### src/rtl/idct4_pipe_if.sv
// Stream bundle for idct4_pipe: input coefficient vector handshake and
// output residual row handshake.
//   in_valid/in_ready/s0..s3       : input vector (s0 = DC coefficient)
//   out_valid/out_ready/y0..y3/sat : output residual row plus per-lane saturation
// slave  : view of the transform block
// master : view of the producer/consumer around it
interface idct4_pipe_if #(
    parameter int unsigned DATA_W = 16,
    parameter int unsigned OUT_W  = 16
);
    logic                     in_valid;
    logic                     in_ready;
    logic signed [DATA_W-1:0] s0;
    logic signed [DATA_W-1:0] s1;
    logic signed [DATA_W-1:0] s2;
    logic signed [DATA_W-1:0] s3;
    logic                     out_valid;
    logic                     out_ready;
    logic signed [OUT_W-1:0]  y0;
    logic signed [OUT_W-1:0]  y1;
    logic signed [OUT_W-1:0]  y2;
    logic signed [OUT_W-1:0]  y3;
    logic [3:0]               sat;

    modport slave (
        input  in_valid, s0, s1, s2, s3, out_ready,
        output in_ready, out_valid, y0, y1, y2, y3, sat
    );

    modport master (
        output in_valid, s0, s1, s2, s3, out_ready,
        input  in_ready, out_valid, y0, y1, y2, y3, sat
    );
endinterface

### src/rtl/idct4_pipe.sv
// 4-point inverse DCT (HEVC-style even/odd butterfly), 3 registered stages:
// S1 constant products, S2 even/odd butterfly, S3 recombine + round + clip.
// A single global enable stalls the whole pipe under output backpressure.
// Ports:
//   clk   : rising-edge clock
//   reset : asynchronous active-low reset
//   bus   : idct4_pipe_if.slave (input vector handshake, output row handshake)
module idct4_pipe #(
    parameter int unsigned DATA_W  = 16,
    parameter int unsigned OUT_W   = 16,
    parameter int unsigned SHIFT   = 7,
    parameter int unsigned CLIP_EN = 1
) (
    input  logic        clk,
    input  logic        reset,
    idct4_pipe_if.slave bus
);
    localparam int unsigned PW = DATA_W + 8;
    localparam int unsigned EW = DATA_W + 10;
    // Recombine width: one guard bit over the butterfly sums, and wide enough
    // that the rounding constant itself stays positive.
    localparam int unsigned RW = (DATA_W + 12 > SHIFT + 2) ? DATA_W + 12 : SHIFT + 2;
    localparam int unsigned CW = (RW > OUT_W) ? RW : OUT_W + 1;

    localparam logic signed [PW-1:0] K64   = PW'(64);
    localparam logic signed [PW-1:0] K83   = PW'(83);
    localparam logic signed [PW-1:0] K36   = PW'(36);
    localparam logic signed [RW-1:0] RND   = RW'(64'sd1 <<< (SHIFT - 1));
    localparam logic signed [CW-1:0] Y_MAX = CW'((64'sd1 <<< (OUT_W - 1)) - 64'sd1);
    localparam logic signed [CW-1:0] Y_MIN = CW'(-(64'sd1 <<< (OUT_W - 1)));

    logic en;
    logic v1_q, v2_q, v3_q;

    logic signed [PW-1:0] p0_d, p2_d, a_d, b_d, c_d, d_d;
    logic signed [PW-1:0] p0_q, p2_q, a_q, b_q, c_q, d_q;
    logic signed [EW-1:0] e0_d, e1_d, o0_d, o1_d;
    logic signed [EW-1:0] e0_q, e1_q, o0_q, o1_q;
    logic signed [RW-1:0] r [4];
    logic signed [RW-1:0] z;
    logic signed [CW-1:0] zx;
    logic signed [OUT_W-1:0] y_d [4];
    logic signed [OUT_W-1:0] y_q [4];
    logic [3:0] sat_d, sat_q;

    // Whole pipe advances when the output slot is free or being drained.
    assign en           = bus.out_ready || !v3_q;
    assign bus.in_ready = en;

    // S1: constant products
    always_comb begin
        p0_d = PW'(bus.s0) * K64;
        p2_d = PW'(bus.s2) * K64;
        a_d  = PW'(bus.s1) * K83;
        b_d  = PW'(bus.s1) * K36;
        c_d  = PW'(bus.s3) * K36;
        d_d  = PW'(bus.s3) * K83;
    end

    // S2: even/odd butterfly
    always_comb begin
        e0_d = EW'(p0_q) + EW'(p2_q);
        e1_d = EW'(p0_q) - EW'(p2_q);
        o0_d = EW'(a_q) + EW'(c_q);
        o1_d = EW'(b_q) - EW'(d_q);
    end

    // S3: recombine, round-half-up with floor shift, then saturate or wrap
    always_comb begin
        sat_d = '0;
        z     = '0;
        zx    = '0;
        for (int k = 0; k < 4; k++) begin
            y_d[k] = '0;
        end
        r[0] = RW'(e0_q) + RW'(o0_q);
        r[1] = RW'(e1_q) + RW'(o1_q);
        r[2] = RW'(e1_q) - RW'(o1_q);
        r[3] = RW'(e0_q) - RW'(o0_q);
        for (int k = 0; k < 4; k++) begin
            z  = (r[k] + RND) >>> SHIFT;
            zx = CW'(z);
            if (CLIP_EN != 0 && zx > Y_MAX) begin
                y_d[k]   = Y_MAX[OUT_W-1:0];
                sat_d[k] = 1'b1;
            end else if (CLIP_EN != 0 && zx < Y_MIN) begin
                y_d[k]   = Y_MIN[OUT_W-1:0];
                sat_d[k] = 1'b1;
            end else begin
                y_d[k] = zx[OUT_W-1:0];
            end
        end
    end

    // Stage registers; data only loads behind a valid so y/sat hold across bubbles.
    always_ff @(posedge clk or negedge reset) begin
        if (!reset) begin
            v1_q  <= 1'b0;
            v2_q  <= 1'b0;
            v3_q  <= 1'b0;
            p0_q  <= '0;
            p2_q  <= '0;
            a_q   <= '0;
            b_q   <= '0;
            c_q   <= '0;
            d_q   <= '0;
            e0_q  <= '0;
            e1_q  <= '0;
            o0_q  <= '0;
            o1_q  <= '0;
            sat_q <= '0;
            for (int k = 0; k < 4; k++) begin
                y_q[k] <= '0;
            end
        end else if (en) begin
            v1_q <= bus.in_valid;
            v2_q <= v1_q;
            v3_q <= v2_q;
            if (bus.in_valid) begin
                p0_q <= p0_d;
                p2_q <= p2_d;
                a_q  <= a_d;
                b_q  <= b_d;
                c_q  <= c_d;
                d_q  <= d_d;
            end
            if (v1_q) begin
                e0_q <= e0_d;
                e1_q <= e1_d;
                o0_q <= o0_d;
                o1_q <= o1_d;
            end
            if (v2_q) begin
                sat_q <= sat_d;
                for (int k = 0; k < 4; k++) begin
                    y_q[k] <= y_d[k];
                end
            end
        end
    end

    assign bus.out_valid = v3_q;
    assign bus.y0        = y_q[0];
    assign bus.y1        = y_q[1];
    assign bus.y2        = y_q[2];
    assign bus.y3        = y_q[3];
    assign bus.sat       = sat_q;
endmodule

### src/flat_wrapper.sv
// flat-port wrapper written by rule: the top's interface ports become plain ports
module idct4_pipe_flat 
#(
    parameter int unsigned DATA_W  = 16,
    parameter int unsigned OUT_W   = 16,
    parameter int unsigned SHIFT   = 7,
    parameter int unsigned CLIP_EN = 1
)
  (clk, reset, bus_in_valid, bus_s0, bus_s1, bus_s2, bus_s3, bus_out_ready, bus_in_ready, bus_out_valid, bus_y0, bus_y1, bus_y2, bus_y3, bus_sat);
  idct4_pipe_if #(.DATA_W(DATA_W), .OUT_W(OUT_W)) bus_i ();
  input  logic clk;
  input  logic reset;
  input wire logic [$bits(bus_i.in_valid)-1:0] bus_in_valid;
  input wire logic [$bits(bus_i.s0)-1:0] bus_s0;
  input wire logic [$bits(bus_i.s1)-1:0] bus_s1;
  input wire logic [$bits(bus_i.s2)-1:0] bus_s2;
  input wire logic [$bits(bus_i.s3)-1:0] bus_s3;
  input wire logic [$bits(bus_i.out_ready)-1:0] bus_out_ready;
  output wire logic [$bits(bus_i.in_ready)-1:0] bus_in_ready;
  output wire logic [$bits(bus_i.out_valid)-1:0] bus_out_valid;
  output wire logic [$bits(bus_i.y0)-1:0] bus_y0;
  output wire logic [$bits(bus_i.y1)-1:0] bus_y1;
  output wire logic [$bits(bus_i.y2)-1:0] bus_y2;
  output wire logic [$bits(bus_i.y3)-1:0] bus_y3;
  output wire logic [$bits(bus_i.sat)-1:0] bus_sat;
  assign bus_i.in_valid = bus_in_valid;
  assign bus_i.s0 = bus_s0;
  assign bus_i.s1 = bus_s1;
  assign bus_i.s2 = bus_s2;
  assign bus_i.s3 = bus_s3;
  assign bus_i.out_ready = bus_out_ready;
  assign bus_in_ready = bus_i.in_ready;
  assign bus_out_valid = bus_i.out_valid;
  assign bus_y0 = bus_i.y0;
  assign bus_y1 = bus_i.y1;
  assign bus_y2 = bus_i.y2;
  assign bus_y3 = bus_i.y3;
  assign bus_sat = bus_i.sat;
  idct4_pipe #(.DATA_W(DATA_W), .OUT_W(OUT_W), .SHIFT(SHIFT), .CLIP_EN(CLIP_EN)) u_core (.clk(clk), .reset(reset), .bus(bus_i));
endmodule
### config.mk
export PLATFORM = sky130hd
export DESIGN_NAME = idct4_pipe_flat
export DESIGN_NICKNAME = d
export VERILOG_FILES = /design/src/rtl/idct4_pipe_if.sv /design/src/rtl/idct4_pipe.sv /design/src/flat_wrapper.sv
export SDC_FILE = /design/constraint.sdc
export NUM_CORES = 1
export LEC_CHECK = 0
export CAP_MARGIN = 20
export CORE_UTILIZATION = 55
export DETAILED_ROUTE_END_ITERATION = 8
export PLACE_DENSITY_LB_ADDON = 0.05
export SLEW_MARGIN = 40
export SYNTH_ARGS = -nofsm -noshare
export SYNTH_HDL_FRONTEND = slang
export SYNTH_SLANG_ARGS = --single-unit
export TNS_END_PERCENT = 100
### constraint.sdc
create_clock -name clk -period 3.55 [get_ports clk]
set_input_delay 0.8875 -clock clk [delete_from_list [all_inputs] [get_ports clk]]
set_output_delay 0.8875 -clock clk [all_outputs]
set_load 0.01 [all_outputs]
==> impl_results.md <==
* Run status: finished with violations
* Failing checks: negative setup slack
* Top-count cell post-synth: ha_1
* Yosys cell types at 93
* Cells after Synth at 2645
* Clock-pin transition on the worst setup and hold timing paths at 60 ps
* Dominant cells by area after synthesis: dfrtp_1 (29%), ha_1 (21%), inv_1 (5.4%)
* Largest family of logic cells by synthesized area: adder cells
* GRT Residual Overflow at 0
* Area of the multi-input gates at 17500 um^2
* Static Leak at 0.0153 uW
* Beginning of the worst register-to-register path: u_core.e1_q[10]$_DFFE_PN0P_
* Final Cycle Share at 1.08
* Initial antenna violation count at 0
* Final WS setup at -291 ps
* Post-synthesis xor/xnor area fraction at 0.0634
* Overall Global Routing Usage at 0.291
* Synth Register Bits at 274
* First-pass GRT wire length at 103000 um
* Worst reg-to-reg setup slack at -210 ps
* Via/cell ratio at 5.47
* WP data arrival at 4290 ps
* H-tree level count at 1
* N_diodes at 0
* Syn nets at 3178
* RSZ-0062 raised after global routing: yes
* Io pins at 138
* Pwr/cell area at 1050 nW/um^2
* Top_reg_cell synth: dfrtp_1
* Complex-gate fraction of the synthesized area at 0.179
* Worst hold path type: primary input to async pin
* Synthesized area at 24000 um^2
* Setup Skew at 13.1 ps
* Crit path launch type: primary input
* Top cell type's share of synthesized area at 0.285
* Synthesized-area fraction occupied by adder cells at 0.262
* Mux share of post-synthesis cell area at 0.0300
* Synth async-reset ratio at 1.00
* Drt pass-1 iters at 5
* Number of routed nets with antenna violations at 0
* Worst Setup End Kind: register
* Slew headroom at 0.426
* Die Ht at 211 um
* TritonCTS Buffers at 30
* CTS Sinks at 274
* Routability congestion estimate at 0.899
* Port Buffers at 137
* CTS Root Cell: clkbuf_16
* Fill cells at 3187
* Max-cap violations at 0
* Sequential share of the synthesized area at 0.285
* Final hold violation count at 0
* Minimum clock period at 3840 ps
* Reg2Reg Capture Point: u_core.bus.y1[5]$_DFFE_PN0P_
* Largest net degree at the start of global routing at 72
* Critical Path RT at 4000 ps
* Slew @ Worst Pin at 840 ps
* Area of the core at 43100 um^2
* VDD IR max at 517 uV
* Rows at 76
* Die width at 211 um
* Setup Crit Path Kind: primary input to register
* Area grow syn2layout at 32.8%
* Share of layout cells above drive strength 1 at 0.258
* Largest area contributor in the netlist: dfrtp_1
* WL final at 66200 um
* Worst hold slack at 241 ps
* DRC Markers at 0
* Vias in the first global route at 20200
* HPWL after DPL at 51100 um
* Via count at 20400
* Total negative slack at -4170 ps
* R2r worst-path depth at 17
* Most frequent cells after synthesis: ha_1 (402), inv_1 (344), dfrtp_1 (274)
* Max Fanout on Critical Path at 3
* Iteration-0 DRC Markers at 1101
* Max-slew violations at 0
* Routed len/inst at 17.7 um
* Design Power at 33500 uW
* Achievable Freq at 260 MHz
* Total die area at 44500 um^2
* Avg Cell Area, Syn at 9.09 um^2
* Yosys warnings at 0
* Nets at 3656
* CTS tree: built
* Final Setup Violations at 43
* Synth Area in Simple Gates at 0.114
* Worst-Skew Late Latency at 590 ps
* CTS Buffer Depth at 3
* Number of synthesized flops with an enable pin at 0
* Starting Density at 0.558
* Sequential Area at 6860 um^2
-- state kept, by name, indices dropped and copies added (netlist names) --
| signal | count |
|---|---|
| u_core.e1_q | 17 |
| u_core.o0_q | 25 |
| u_core.bus.y3 | 16 |
| u_core.a_q | 24 |
| u_core.b_q | 20 |
| u_core.p2_q | 16 |
| u_core.bus.y0 | 16 |
| u_core.c_q | 20 |
| u_core.bus.y1 | 16 |
| u_core.d_q | 24 |
| u_core.v2_q | 1 |
| u_core.o1_q | 25 |
| u_core.bus.sat | 4 |
| u_core.bus.y2 | 16 |
| u_core.bus.out_valid | 1 |
| u_core.e0_q | 16 |
| u_core.v1_q | 1 |
| u_core.p0_q | 16 |
-- area by class of cell --
class	instances	share of cell area
clock inverters	12	0.00420
multi-input cells	1959	0.549
clock buffers	43	0.0273
repair buffers	512	0.140
inverters	346	0.0411
well taps	585	0.0229
flip-flops and latches	274	0.215
-- where the power goes --
part	internal (uW)	leakage [uW]	total, uW	switching, uW
clock	1850	0.000482	3190	1340
combinational	11700	0.0116	24700	13000
sequential	4550	0.00329	5660	1110
-- logic make-up (layout without fill, tap and decap cells) --
| logic type | after synthesis | in the layout |
|---|---|---|
| buffers and inverters | 413 | 913 |
| AO/OA/AOI/OAI | 669 | 670 |
| adder cells (fa/ha/maj) | 465 | 465 |
| AND/OR/NAND/NOR | 585 | 585 |
| multiplexers | 65 | 65 |
| XOR/XNOR | 174 | 174 |
| flip-flops | 274 | 274 |
-- metrics by stage --
stage                     utilization  instances  worst slack (ps)  cell area (um^2)
after CTS                       0.717       3706              -207             30900
after global routing            0.741       3731              -413             31900
after global placement          0.669       3611             -1260             28800
final                           0.741       3731              -291             31900
after detailed placement        0.669       3611             -1290             28800
after floorplan                     -       2645              -576             24500
-- routing by layer --
layer	global-route usage	wire [um]	up-vias
li1	-	-	10100
met1	0.380	29500	9813
met2	0.507	32400	346
met3	0.0250	1930	101
met4	0.0997	2290	0
met5	0	0	-
-- critical path: stages --
cell and delay [ps]:
buf_8 110, ha_4 260, inv_4 30, fa_1 510
inv_2 40, fa_1 570, ha_4 210, a21o_1 160
a21o_1 180, a21o_1 190, or3_4 340, nor3_4 200
o31ai_2 90, a21oi_1 160, mux2i_1 210, o311ai_1 120
-- how the worst max path moves through the flow --
stage / slack, ps / depth (start not counted) / endpoint / startpoint
global route: -410 / 16 / u_core.d_q[22]$_DFFE_PN0P_ / bus_s3[13]
global placement: -1260 / 16 / u_core.d_q[22]$_DFFE_PN0P_ / bus_s3[7]
floorplan: -580 / 15 / u_core.d_q[22]$_DFFE_PN0P_ / bus_s3[9]
CTS: -210 / 16 / u_core.d_q[22]$_DFFE_PN0P_ / bus_s3[7]
detailed placement: -1290 / 16 / u_core.d_q[22]$_DFFE_PN0P_ / bus_s3[7]
finish: -290 / 16 / u_core.d_q[22]$_DFFE_PN0P_ / bus_s3[13]
-- timing repair --
| item | in CTS | in global routing |
|---|---|---|
| gates cloned | 3 | 1 |
| gates resized for setup | 270 | 197 |
| setup endpoints to repair | 86 | 97 |
| pin swaps | 128 | 131 |
| hold buffers | 0 | 0 |
| buffers inserted | 39 | 30 |
-- cells in the final DEF (no fill, tap or decap), types with 35 or more instances in the layout --
cell type and count:
buf_4 337, ha_1 315, inv_1 307, dfrtp_1 271, nand2_1 237, o21ai_0 183, a21oi_1 126, nor2_1 114
clkdlybuf4s50_1 104, xnor2_1 101, ha_4 80, xor2_1 69, a21o_1 59, mux2_2 57, fa_1 53, nor3_1 38
a21oi_2 37, buf_6 35
Note: power is estimated with default switching activity, not from simulation.
